## src/rtl/wim_pkg.sv

```systemverilog
// rtl/wim_pkg.sv - shared window-invalid-mask constants and window index helpers
package wim_pkg;

   localparam int          NWINDOWS_DEF  = 4;
   localparam logic [31:0] RESET_WIM_DEF = 32'h0000_0008;

   // Bits [nw-1:0] set; a 33-bit intermediate keeps nw=32 from overflowing.
   function automatic logic [31:0] valid_mask(input int nw);
      logic [32:0] m;
      m = (33'd1 << nw) - 33'd1;
      return m[31:0];
   endfunction

   function automatic logic [4:0] next_win(input logic [4:0] w, input int nw);
      return (int'(w) == nw - 1) ? 5'd0 : w + 5'd1;
   endfunction

   function automatic logic [4:0] prev_win(input logic [4:0] w, input int nw);
      return (w == 5'd0) ? 5'(nw - 1) : w - 5'd1;
   endfunction

endpackage

```

## src/rtl/wim_unit_if.sv

```systemverilog
// rtl/wim_unit_if.sv - check/load bus between the trap/PSR logic and the WIM block
interface wim_unit_if;

   logic        overFlow;
   logic        underFlow;
   logic [31:0] wimReg;
   logic [31:0] cwp;
   logic [31:0] wimIn;
   logic        bitDir;
   logic        enable;
   logic        wimLd;

   modport master (
      output cwp, wimIn, bitDir, enable, wimLd,
      input  overFlow, underFlow, wimReg
   );

   modport slave (
      input  cwp, wimIn, bitDir, enable, wimLd,
      output overFlow, underFlow, wimReg
   );

endinterface

```

## src/rtl/wim_win_index.sv

```systemverilog
// rtl/wim_win_index.sv - cwp to current/next/previous window index, with modulo wrap
module wim_win_index
   import wim_pkg::*;
#(
   parameter int NWINDOWS = NWINDOWS_DEF
) (
   input  logic [31:0] cwp,
   output logic [4:0]  w,
   output logic [4:0]  nxt,
   output logic [4:0]  prv
);

   assign w   = 5'(cwp % 32'(NWINDOWS));
   assign nxt = next_win(w, NWINDOWS);
   assign prv = prev_win(w, NWINDOWS);

endmodule

```

## src/rtl/wim_unit.sv

```systemverilog
// rtl/wim_unit.sv - WIM register with combinational SAVE/RESTORE invalid-window flags
module wim_unit
   import wim_pkg::*;
#(
   parameter int          NWINDOWS  = NWINDOWS_DEF,
   parameter logic [31:0] RESET_WIM = RESET_WIM_DEF
) (
   input logic        Clk,
   input logic        Clr,
   wim_unit_if.slave  bus
);

   localparam logic [31:0] WIM_MASK = valid_mask(NWINDOWS);

   logic [31:0] wimQ;
   logic [4:0]  unusedWin;
   logic [4:0]  nxtWin;
   logic [4:0]  prvWin;

   wim_win_index #(.NWINDOWS(NWINDOWS)) uIndex (
      .cwp (bus.cwp),
      .w   (unusedWin),
      .nxt (nxtWin),
      .prv (prvWin)
   );

   always_ff @(posedge Clk or posedge Clr) begin
      if (Clr) begin
         wimQ <= RESET_WIM & WIM_MASK;
      end else if (bus.wimLd) begin
         wimQ <= bus.wimIn & WIM_MASK;
      end
   end

   // Flags are held low during reset even though the reset WIM may have bits set.
   assign bus.overFlow  = ~Clr & bus.enable &  bus.bitDir & wimQ[nxtWin];
   assign bus.underFlow = ~Clr & bus.enable & ~bus.bitDir & wimQ[prvWin];
   assign bus.wimReg    = wimQ;

endmodule

```

## src/flat_wrapper.sv

```systemverilog
// flat-port wrapper written by rule: the top's interface ports become plain ports
module wim_unit_flat import wim_pkg::*;
#(
   parameter int          NWINDOWS  = NWINDOWS_DEF,
   parameter logic [31:0] RESET_WIM = RESET_WIM_DEF
)
  (Clk, Clr, bus_cwp, bus_wimIn, bus_bitDir, bus_enable, bus_wimLd, bus_overFlow, bus_underFlow, bus_wimReg);
  wim_unit_if bus_i ();
  input logic Clk;
  input logic Clr;
  input wire logic [$bits(bus_i.cwp)-1:0] bus_cwp;
  input wire logic [$bits(bus_i.wimIn)-1:0] bus_wimIn;
  input wire logic [$bits(bus_i.bitDir)-1:0] bus_bitDir;
  input wire logic [$bits(bus_i.enable)-1:0] bus_enable;
  input wire logic [$bits(bus_i.wimLd)-1:0] bus_wimLd;
  output wire logic [$bits(bus_i.overFlow)-1:0] bus_overFlow;
  output wire logic [$bits(bus_i.underFlow)-1:0] bus_underFlow;
  output wire logic [$bits(bus_i.wimReg)-1:0] bus_wimReg;
  assign bus_i.cwp = bus_cwp;
  assign bus_i.wimIn = bus_wimIn;
  assign bus_i.bitDir = bus_bitDir;
  assign bus_i.enable = bus_enable;
  assign bus_i.wimLd = bus_wimLd;
  assign bus_overFlow = bus_i.overFlow;
  assign bus_underFlow = bus_i.underFlow;
  assign bus_wimReg = bus_i.wimReg;
  wim_unit #(.NWINDOWS(NWINDOWS), .RESET_WIM(RESET_WIM)) u_core (.Clk(Clk), .Clr(Clr), .bus(bus_i));
endmodule
```

## config.mk

```make
export PLATFORM = sky130hd
export DESIGN_NAME = wim_unit_flat
export DESIGN_NICKNAME = d
export VERILOG_FILES = /design/src/rtl/wim_pkg.sv /design/src/rtl/wim_unit_if.sv /design/src/rtl/wim_win_index.sv /design/src/rtl/wim_unit.sv /design/src/flat_wrapper.sv
export SDC_FILE = /design/constraint.sdc
export NUM_CORES = 1
export LEC_CHECK = 0
export CORE_UTILIZATION = 19
export DETAILED_ROUTE_END_ITERATION = 6
export GPL_TIMING_DRIVEN = 0
export HOLD_SLACK_MARGIN = 0.05
export PLACE_DENSITY = 0.84
export SYNTH_ARGS = -nofsm -noshare
export SYNTH_HDL_FRONTEND = slang
export SYNTH_SLANG_ARGS = --single-unit
```

## constraint.sdc

```tcl
create_clock -name Clk -period 4.52 [get_ports Clk]
set_input_delay 0.904 -clock Clk [delete_from_list [all_inputs] [get_ports Clk]]
set_output_delay 0.904 -clock Clk [all_outputs]
set_load 0.02 [all_outputs]
```

Word-level counts from Yosys, hierarchy flattened

Index checks and enable logic that the tools add are counted.

Add/sub/neg operators: 2
Magnitude comparators: 2
Equal/unequal tests: 1
Mux-type cells: 6
Bitwise operators: 7
Reduce and logical (&&, ||, !) cells: 1

Operators with widths:

| operator              | number |
|---|---|
| $bmux W1 S5           | 2 |
| $lt A3 B6 Y1 const B  | 1 |
| $lt A5 B6 Y1 const B  | 1 |
| $and A1 B1 Y1         | 5 |
| $logic_not A5 Y1      | 1 |
| $mux W5               | 1 |
| $add A2 B1 Y3 const B | 1 |
| $mux W3               | 1 |
| $sub A2 B1 Y3 const B | 1 |
| $eq A2 B1 Y1 const B  | 1 |
| $mux W1               | 2 |
| $not A1 Y1            | 2 |

Register bits after elaboration: 4
Bits of input ports: 69
Output and inout bits: 34
Logic and storage cells: 20

Longest topological paths before layout

Gate-level depths: netlist of the first run.

Depth after elaboration: 5
Depth in mapped cells: 5
Mapped depth without buffers: 5

Cells and area by module

From an unflattened synthesis of the first run, not the netlist that was laid out.

Cell total of the unflattened synthesis: 64
Area, all modules: 575.6 um^2

By module, submodules not included:

| module        | instances | cells an instance | area an instance (um^2) | sequential area each (um^2) |
|---|---|---|---|---|
| wim_unit      | 1         | 45                | 442.9                   | 101.3 |
| wim_win_index | 1         | 19                | 132.6                   | 0.0 |

Worst setup path after synthesis of the first run

Ideal clock, no wire load.

Kind: in2out
Start point: input port bus_cwp[0]
End point: output port bus_underFlow
Arrival time: 2.030 ns
Data required time: 3.616 ns
Setup slack: 1.586 ns
Stages on the path: 4
Path buffers: 0
Cells stage by stage: inv_1 ha_1 mux4_1 and4b_1

Cells in the longest elaborated chain, start to end: 5
Elaborated cells on any way between the ends: 6
Those cells by class: add/sub (1); mux (3); bitwise (1); reduce/logical (1)

Ends and longest elaborated chain:

| item                                              | line               | text |
|---|---|---|
| start: declaration                                | flat_wrapper.sv:11 | `input wire logic [$bits(bus_i.cwp)-1:0] bus_cwp;` |
| $sub A2 B1 Y3 or $logic_not A5 Y1 (tied branches) | wim_pkg.sv:19      | `return (w == 5'd0) ? 5'(nw - 1) : w - 5'd1;` |
| $mux W5 *                                         | wim_pkg.sv:19      |  |
| $bmux W1 S5 *                                     | wim_unit.sv:37     | `assign bus.underFlow = ~Clr & bus.enable & ~bus.bitDir & wimQ[prvWin];` |
| $mux W1 (not written as such) *                   | wim_unit.sv:37     |  |
| $and A1 B1 Y1 *                                   | wim_unit.sv:37     |  |
| end: declaration                                  | flat_wrapper.sv:17 | `output wire logic [$bits(bus_i.underFlow)-1:0] bus_underFlow;` |

Mark *: on every way between the ends. The rest lies on a longest branch, timed or not. The select of a mux whose other input is x is not followed.

Final worst setup path of the first run

Same ends and word-level chain as after synthesis.

==> impl_metrics.json, run 1 <==
{
  "placedCellCount": 119,
  "syn-cell-area_um2": 478.0,
  "power.leakage_nw": 0.4487,
  "avgSynthCellArea_um2": 9.957,
  "antenna_left": 0,
  "r2r_start": "u_core.bus.wimReg[1]",
  "fp.dieW_um": 52.16,
  "cts.sinks": 4,
  "antenna_found_initial": 0,
  "cts-resized-gates": 0,
  "cp_slowest_stage_delay_ps": 560,
  "dp_slack_ps": 478.0,
  "yosysTopAreaCellShare_pct": 43.98,
  "fin_skew_ps": 0,
  "run_status": "finished, final reports clean",
  "crit_top_cell": "clkdlybuf4s50_1",
  "final_cells": 123,
  "io_pins": 103,
  "gp_congestion": 0.6910,
  "dp_hpwl_um": 750.3,
  "fin_setup_tns_ps": 0,
  "rsz0062_at_grt": "false",
  "drt_first_pass_iters": 2,
  "cts_buffers": 3,
  "crit_path_end_kind": "output pin",
  "ys_seq_area_share_pct": 21.20,
  "postCtsSetupBuffers": 0,
  "crit_end": "bus_underFlow",
  "yosysTopAreaCell": "buf_4",
  "nFillCells": 237,
  "synth-seq-cells": 4,
  "hold_viol": 0,
  "arrival_ps": 3130,
  "core.rowCount": 17,
  "cp-start-kind": "input port",
  "die_y_um": 52.16,
  "clkLatencyLatePin_ps": 250,
  "finish.net_count": 167,
  "crit_start": "bus_cwp[0]",
  "cap_violations": 0,
  "areaGrowthSynthToFinish_pct": 67.54,
  "worst_ep_required_time_ps": 3620,
  "ys_types": 12,
  "cts_tree": "yes",
  "setup_slack_ps": 488.4,
  "crit_path_top_delay_cell": "mux4_1",
  "syn-instance-count": 48,
  "drc": 0,
  "r2r-end": "u_core.bus.wimReg[1]",
  "post_drt_wl_per_cell_um": 7.634,
  "cts_buffer_depth": 2,
  "grt_pass1_wl_um": 1435,
  "setup_viol": 0,
  "grt_start_max_net_pins": 7,
  "largest_reg_flops": 4,
  "wl_um": 939,
  "drtIter0Drc": 3,
  "gr-total-overflow": 0,
  "critical_path_class": "input port to output pin",
  "fp.coreArea_mm2": 0.002297,
  "place_area_um2": 774.5,
  "crit_chain": "clkdlybuf4s50_1 > inv_1 > ha_1 > mux4_1 > and4b_1 > clkdlybuf4s50_1",
  "grt_usage_pct": 7.869,
  "p_per_area_mw_per_mm2": 219.4,
  "vias_per_cell": 3.130,
  "finalPower_mw": 0.1757,
  "final_cell_area_um2": 800.8,
  "drive_above_1_share_pct": 37.89,
  "hold_path.class": "flip-flop to flip-flop",
  "insertedDiodeCount": 0,
  "regToRegSetupSlack_ps": 3720,
  "clk_pin_slew_ps": 40,
  "ir_worst_vdd_v": 0.0001211,
  "min_period_ps": 4032,
  "fin_crit_sh_pct": 89.19,
  "yosys-top-cells-area": "buf_4 44%, dfrtp_1 16%, mux4_1 11%",
  "initial_utilization_pct": 20.81,
  "numPortBuffers": 16,
  "synth_warnings": 0,
  "drv_slew": 0,
  "cts_hold_buffers": 0,
  "fmax_mhz": 248.0,
  "dr_total_vias": 385,
  "die_area_mm2": 0.002720,
  "root_buffer": "clkbuf_4",
  "grt_pass1_vias": 367,
  "htree_levels": 1,
  "worst-path-max-fanout": 4,
  "r2r_cells": 1
}
worst min-delay path by stage:
stage | startpoint | endpoint | slack, ps | depth (start not counted)
4_1_cts | u_core.bus.wimReg[0] | u_core.bus.wimReg[0] | 570 | 1
6_report | u_core.bus.wimReg[0] | u_core.bus.wimReg[0] | 570 | 1
3_3_place_gp | u_core.bus.wimReg[0] | u_core.bus.wimReg[0] | 540 | 1
3_5_place_dp | u_core.bus.wimReg[0] | u_core.bus.wimReg[0] | 560 | 1
2_1_floorplan | u_core.bus.wimReg[3] | u_core.bus.wimReg[3] | 660 | 1
5_1_grt | u_core.bus.wimReg[0] | u_core.bus.wimReg[0] | 610 | 1
cell usage in the layout (no fill, tap or decap):
| master | instances |
|---|---|
| buf_4 | 28 |
| conb_1 | 28 |
| clkdlybuf4s50_1 | 16 |
| mux2_2 | 4 |
| inv_1 | 3 |
| clkbuf_4 | 3 |
| dfrtp_1 | 3 |
| mux4_1 | 2 |
| ha_1 | 2 |
| nor2_1 | 1 |
| and4_1 | 1 |
| nand2b_1 | 1 |
| and4b_1 | 1 |
| clkbuf_1 | 1 |
| dfstp_2 | 1 |
stage by stage:
stage          hold slack [ps]  utilization, %
4_1_cts                  571.2           34.86
6_report                 565.6           34.86
2_1_floorplan            658.8               -
3_3_place_gp             536.3           33.71
5_1_grt                  605.5           34.86
3_5_place_dp             556.1           33.71
area by class of cell:
class / count / area, µm² / share of cell area (%)
Timing Repair Buffer: 16 / 160.2 / 20.00
Sequential cell: 4 / 101.3 / 12.66
Clock buffer: 4 / 26.28 / 3.281
Buffer: 28 / 210.2 / 26.25
Multi-Input combinational cell: 40 / 256.5 / 32.03
Tap cell: 28 / 35.03 / 4.375
Inverter: 3 / 11.26 / 1.406
where the power goes:
group	switching [mW]	leakage (nW)	internal (mW)
sequential	0.00402	0.0456	0.0403
combinational	0.0377	0.388	0.0404
clock	0.0198	0.0150	0.0335
kinds of logic after synthesis:
group | Yosys count | share of synthesized area [%]
DFF | 4 | 21.20
buffers and inverters | 31 | 46.33
adders and majority gates | 2 | 5.235
and+or+nand+nor | 4 | 6.021
muxes | 6 | 20.42
other | 1 | 0.7846
critical path, delay by kind of cell:
kind	cells	cell delay, ps
adders and majority gates	1	310
buffers and inverters	3	1130
muxes	1	560
and+or+nand+nor	1	220
synthesized netlist by cell type:
| master | number |
|---|---|
| nor2_1 | 1 |
| and4b_1 | 1 |
| inv_1 | 3 |
| and4_1 | 1 |
| conb_1 | 1 |
| mux2_2 | 4 |
| dfstp_2 | 1 |
| buf_4 | 28 |
| ha_1 | 2 |
| dfrtp_1 | 3 |
| nand2b_1 | 1 |
| mux4_1 | 2 |
per-layer routing:
metal  up-vias  GRT usage, %  routed length [µm]
met1       141         5.245                 287
li1        194             -                   -
met2        45         14.96                 419
met4         0         9.211                  46
met5         -             0                   0
met3         5         2.632                 185
No activity file was read; power rests on OpenSTA's default activity.
==> run 2: changes to the inputs <==
--- a/config.mk
+++ b/config.mk
@@ -5,11 +5,12 @@
 export SDC_FILE = /design/constraint.sdc
 export NUM_CORES = 1
 export LEC_CHECK = 0
-export CORE_UTILIZATION = 19
+export CORE_AREA = 2 2 40 42
 export DETAILED_ROUTE_END_ITERATION = 6
+export DIE_AREA = 0 0 42 44
+export DONT_BUFFER_PORTS = 1
 export GPL_TIMING_DRIVEN = 0
 export HOLD_SLACK_MARGIN = 0.05
-export PLACE_DENSITY = 0.84
 export SYNTH_ARGS = -nofsm -noshare
 export SYNTH_HDL_FRONTEND = slang
 export SYNTH_SLANG_ARGS = --single-unit
==> impl_metrics.json, run 2 (same netlist as run 1, synthesis figures left out) <==
{
  "run_status": "finished, final reports clean",
  "numPortBuffers": 0,
  "arrival_ps": 2060,
  "cap_violations": 0,
  "cts_tree": "yes",
  "p_per_area_mw_per_mm2": 243.4,
  "gr-total-overflow": 0,
  "r2r_start": "u_core.bus.wimReg[0]",
  "cts_hold_buffers": 0,
  "drt_first_pass_iters": 2,
  "largest_reg_flops": 4,
  "multi_input_area_um2": 256.5,
  "r2r_cells": 1,
  "nFillCells": 151,
  "post_drt_wl_per_cell_um": 7.421,
  "fin_skew_ps": 0,
  "cts-resized-gates": 0,
  "drive_above_1_share_pct": 45.57,
  "drv_slew": 0,
  "setup_viol": 0,
  "worst_ep_required_time_ps": 3620,
  "areaGrowthSynthToFinish_pct": 30.89,
  "die_y_um": 44,
  "regToRegSetupSlack_ps": 3630,
  "wl_um": 705,
  "cts_buffers": 3,
  "io_pins": 103,
  "regArea_um2": 101.3,
  "grt_pass1_wl_um": 1159,
  "final_cells": 95,
  "root_buffer": "clkbuf_4",
  "htree_levels": 1,
  "hold_path.class": "input port to asynchronous set/reset pin",
  "crit_path_end_kind": "output pin",
  "die_area_mm2": 0.001848,
  "cts.sinks": 4,
  "power.leakage_nw": 0.3871,
  "antenna_left": 0,
  "finish.net_count": 151,
  "insertedDiodeCount": 0,
  "crit_end": "bus_overFlow",
  "r2r-end": "u_core.bus.wimReg[0]",
  "grt_start_max_net_pins": 7,
  "ir_worst_vdd_v": 0.0001196,
  "fp.coreArea_mm2": 0.001419,
  "drtIter0Drc": 1,
  "cp-start-kind": "input port",
  "min_period_ps": 2969,
  "rsz0062_at_grt": "false",
  "drc": 0,
  "gp_congestion": 0.7488,
  "fmax_mhz": 336.8,
  "hold_viol": 0,
  "crit_start": "bus_cwp[0]",
  "vias_per_cell": 3.253,
  "dp_slack_ps": 1541,
  "cts_buffer_depth": 2,
  "finalPower_mw": 0.1523,
  "dr_total_vias": 309,
  "core.rowCount": 14,
  "placedCellCount": 91,
  "final_cell_mix": "28 x buf_4, 28 x conb_1, 4 x mux2_2",
  "antenna_found_initial": 0,
  "grt_usage_pct": 8.501,
  "clkLatencyLatePin_ps": 230,
  "worst-path-max-fanout": 4,
  "postCtsSetupBuffers": 0,
  "initial_utilization_pct": 33.69,
  "critical_path_class": "input port to output pin",
  "clk_pin_slew_ps": 40,
  "dp_hpwl_um": 637.6,
  "grt_pass1_vias": 301,
  "fp.dieW_um": 42,
  "setup_slack_ps": 1551,
  "fin_setup_tns_ps": 0,
  "fin_crit_sh_pct": 65.68
}
[run 2: cell count changes in the layout (fill, tap and decap cells not counted), sizes merged]
| cell | previous run | this run |
|---|---|---|
| clkdlybuf4s50 | 16 | 0 |
[run 2: per-stage QoR]
stage | area, µm² | util (%) | hold WS (ps)
finish | 625.6 | 44.09 | 457.9
global route | 625.6 | 44.09 | 464.1
CTS | 625.6 | 44.09 | 453.5
detailed placement | 599.3 | 42.24 | 677.9
global placement | 599.3 | 42.24 | 679.2
floorplan | 579.3 | - | 658.8
[run 2: worst min path at each step]
stage | startpoint | end | slack, ps | cells past startpoint
floorplan | u_core.bus.wimReg[3] | u_core.bus.wimReg[3] | 660 | 1
global placement | u_core.bus.wimReg[3] | u_core.bus.wimReg[3] | 680 | 1
detailed placement | u_core.bus.wimReg[3] | u_core.bus.wimReg[3] | 680 | 1
CTS | Clr | u_core.bus.wimReg[1] | 450 | 1
global route | Clr | u_core.bus.wimReg[2] | 460 | 1
finish | Clr | u_core.bus.wimReg[2] | 460 | 1
[run 2: routing by layer]
metal | track usage (%) | share of wire, %
met5 | 0 | 0
met4 | 5.806 | 0
met3 | 4.167 | 21
met2 | 13.75 | 47
met1 | 8.696 | 31
[run 2: layout make-up]
type,count,share of cell area (%)
inverters,3,1.800
plain buffers,28,33.60
well taps,16,3.200
clock buffers,4,4.200
multi-input cells,40,41.00
flip-flops and latches,4,16.20
[run 2: where the power goes]
part | switching, mW | internal, mW
registers | 0.00850 | 0.0403
clock network | 0.0157 | 0.0332
logic | 0.0288 | 0.0258
[run 2: worst max-delay path, cell delays in order]
cell,delay [ps]
inv_1,20
ha_1,300
mux4_1,550
and4_1,290
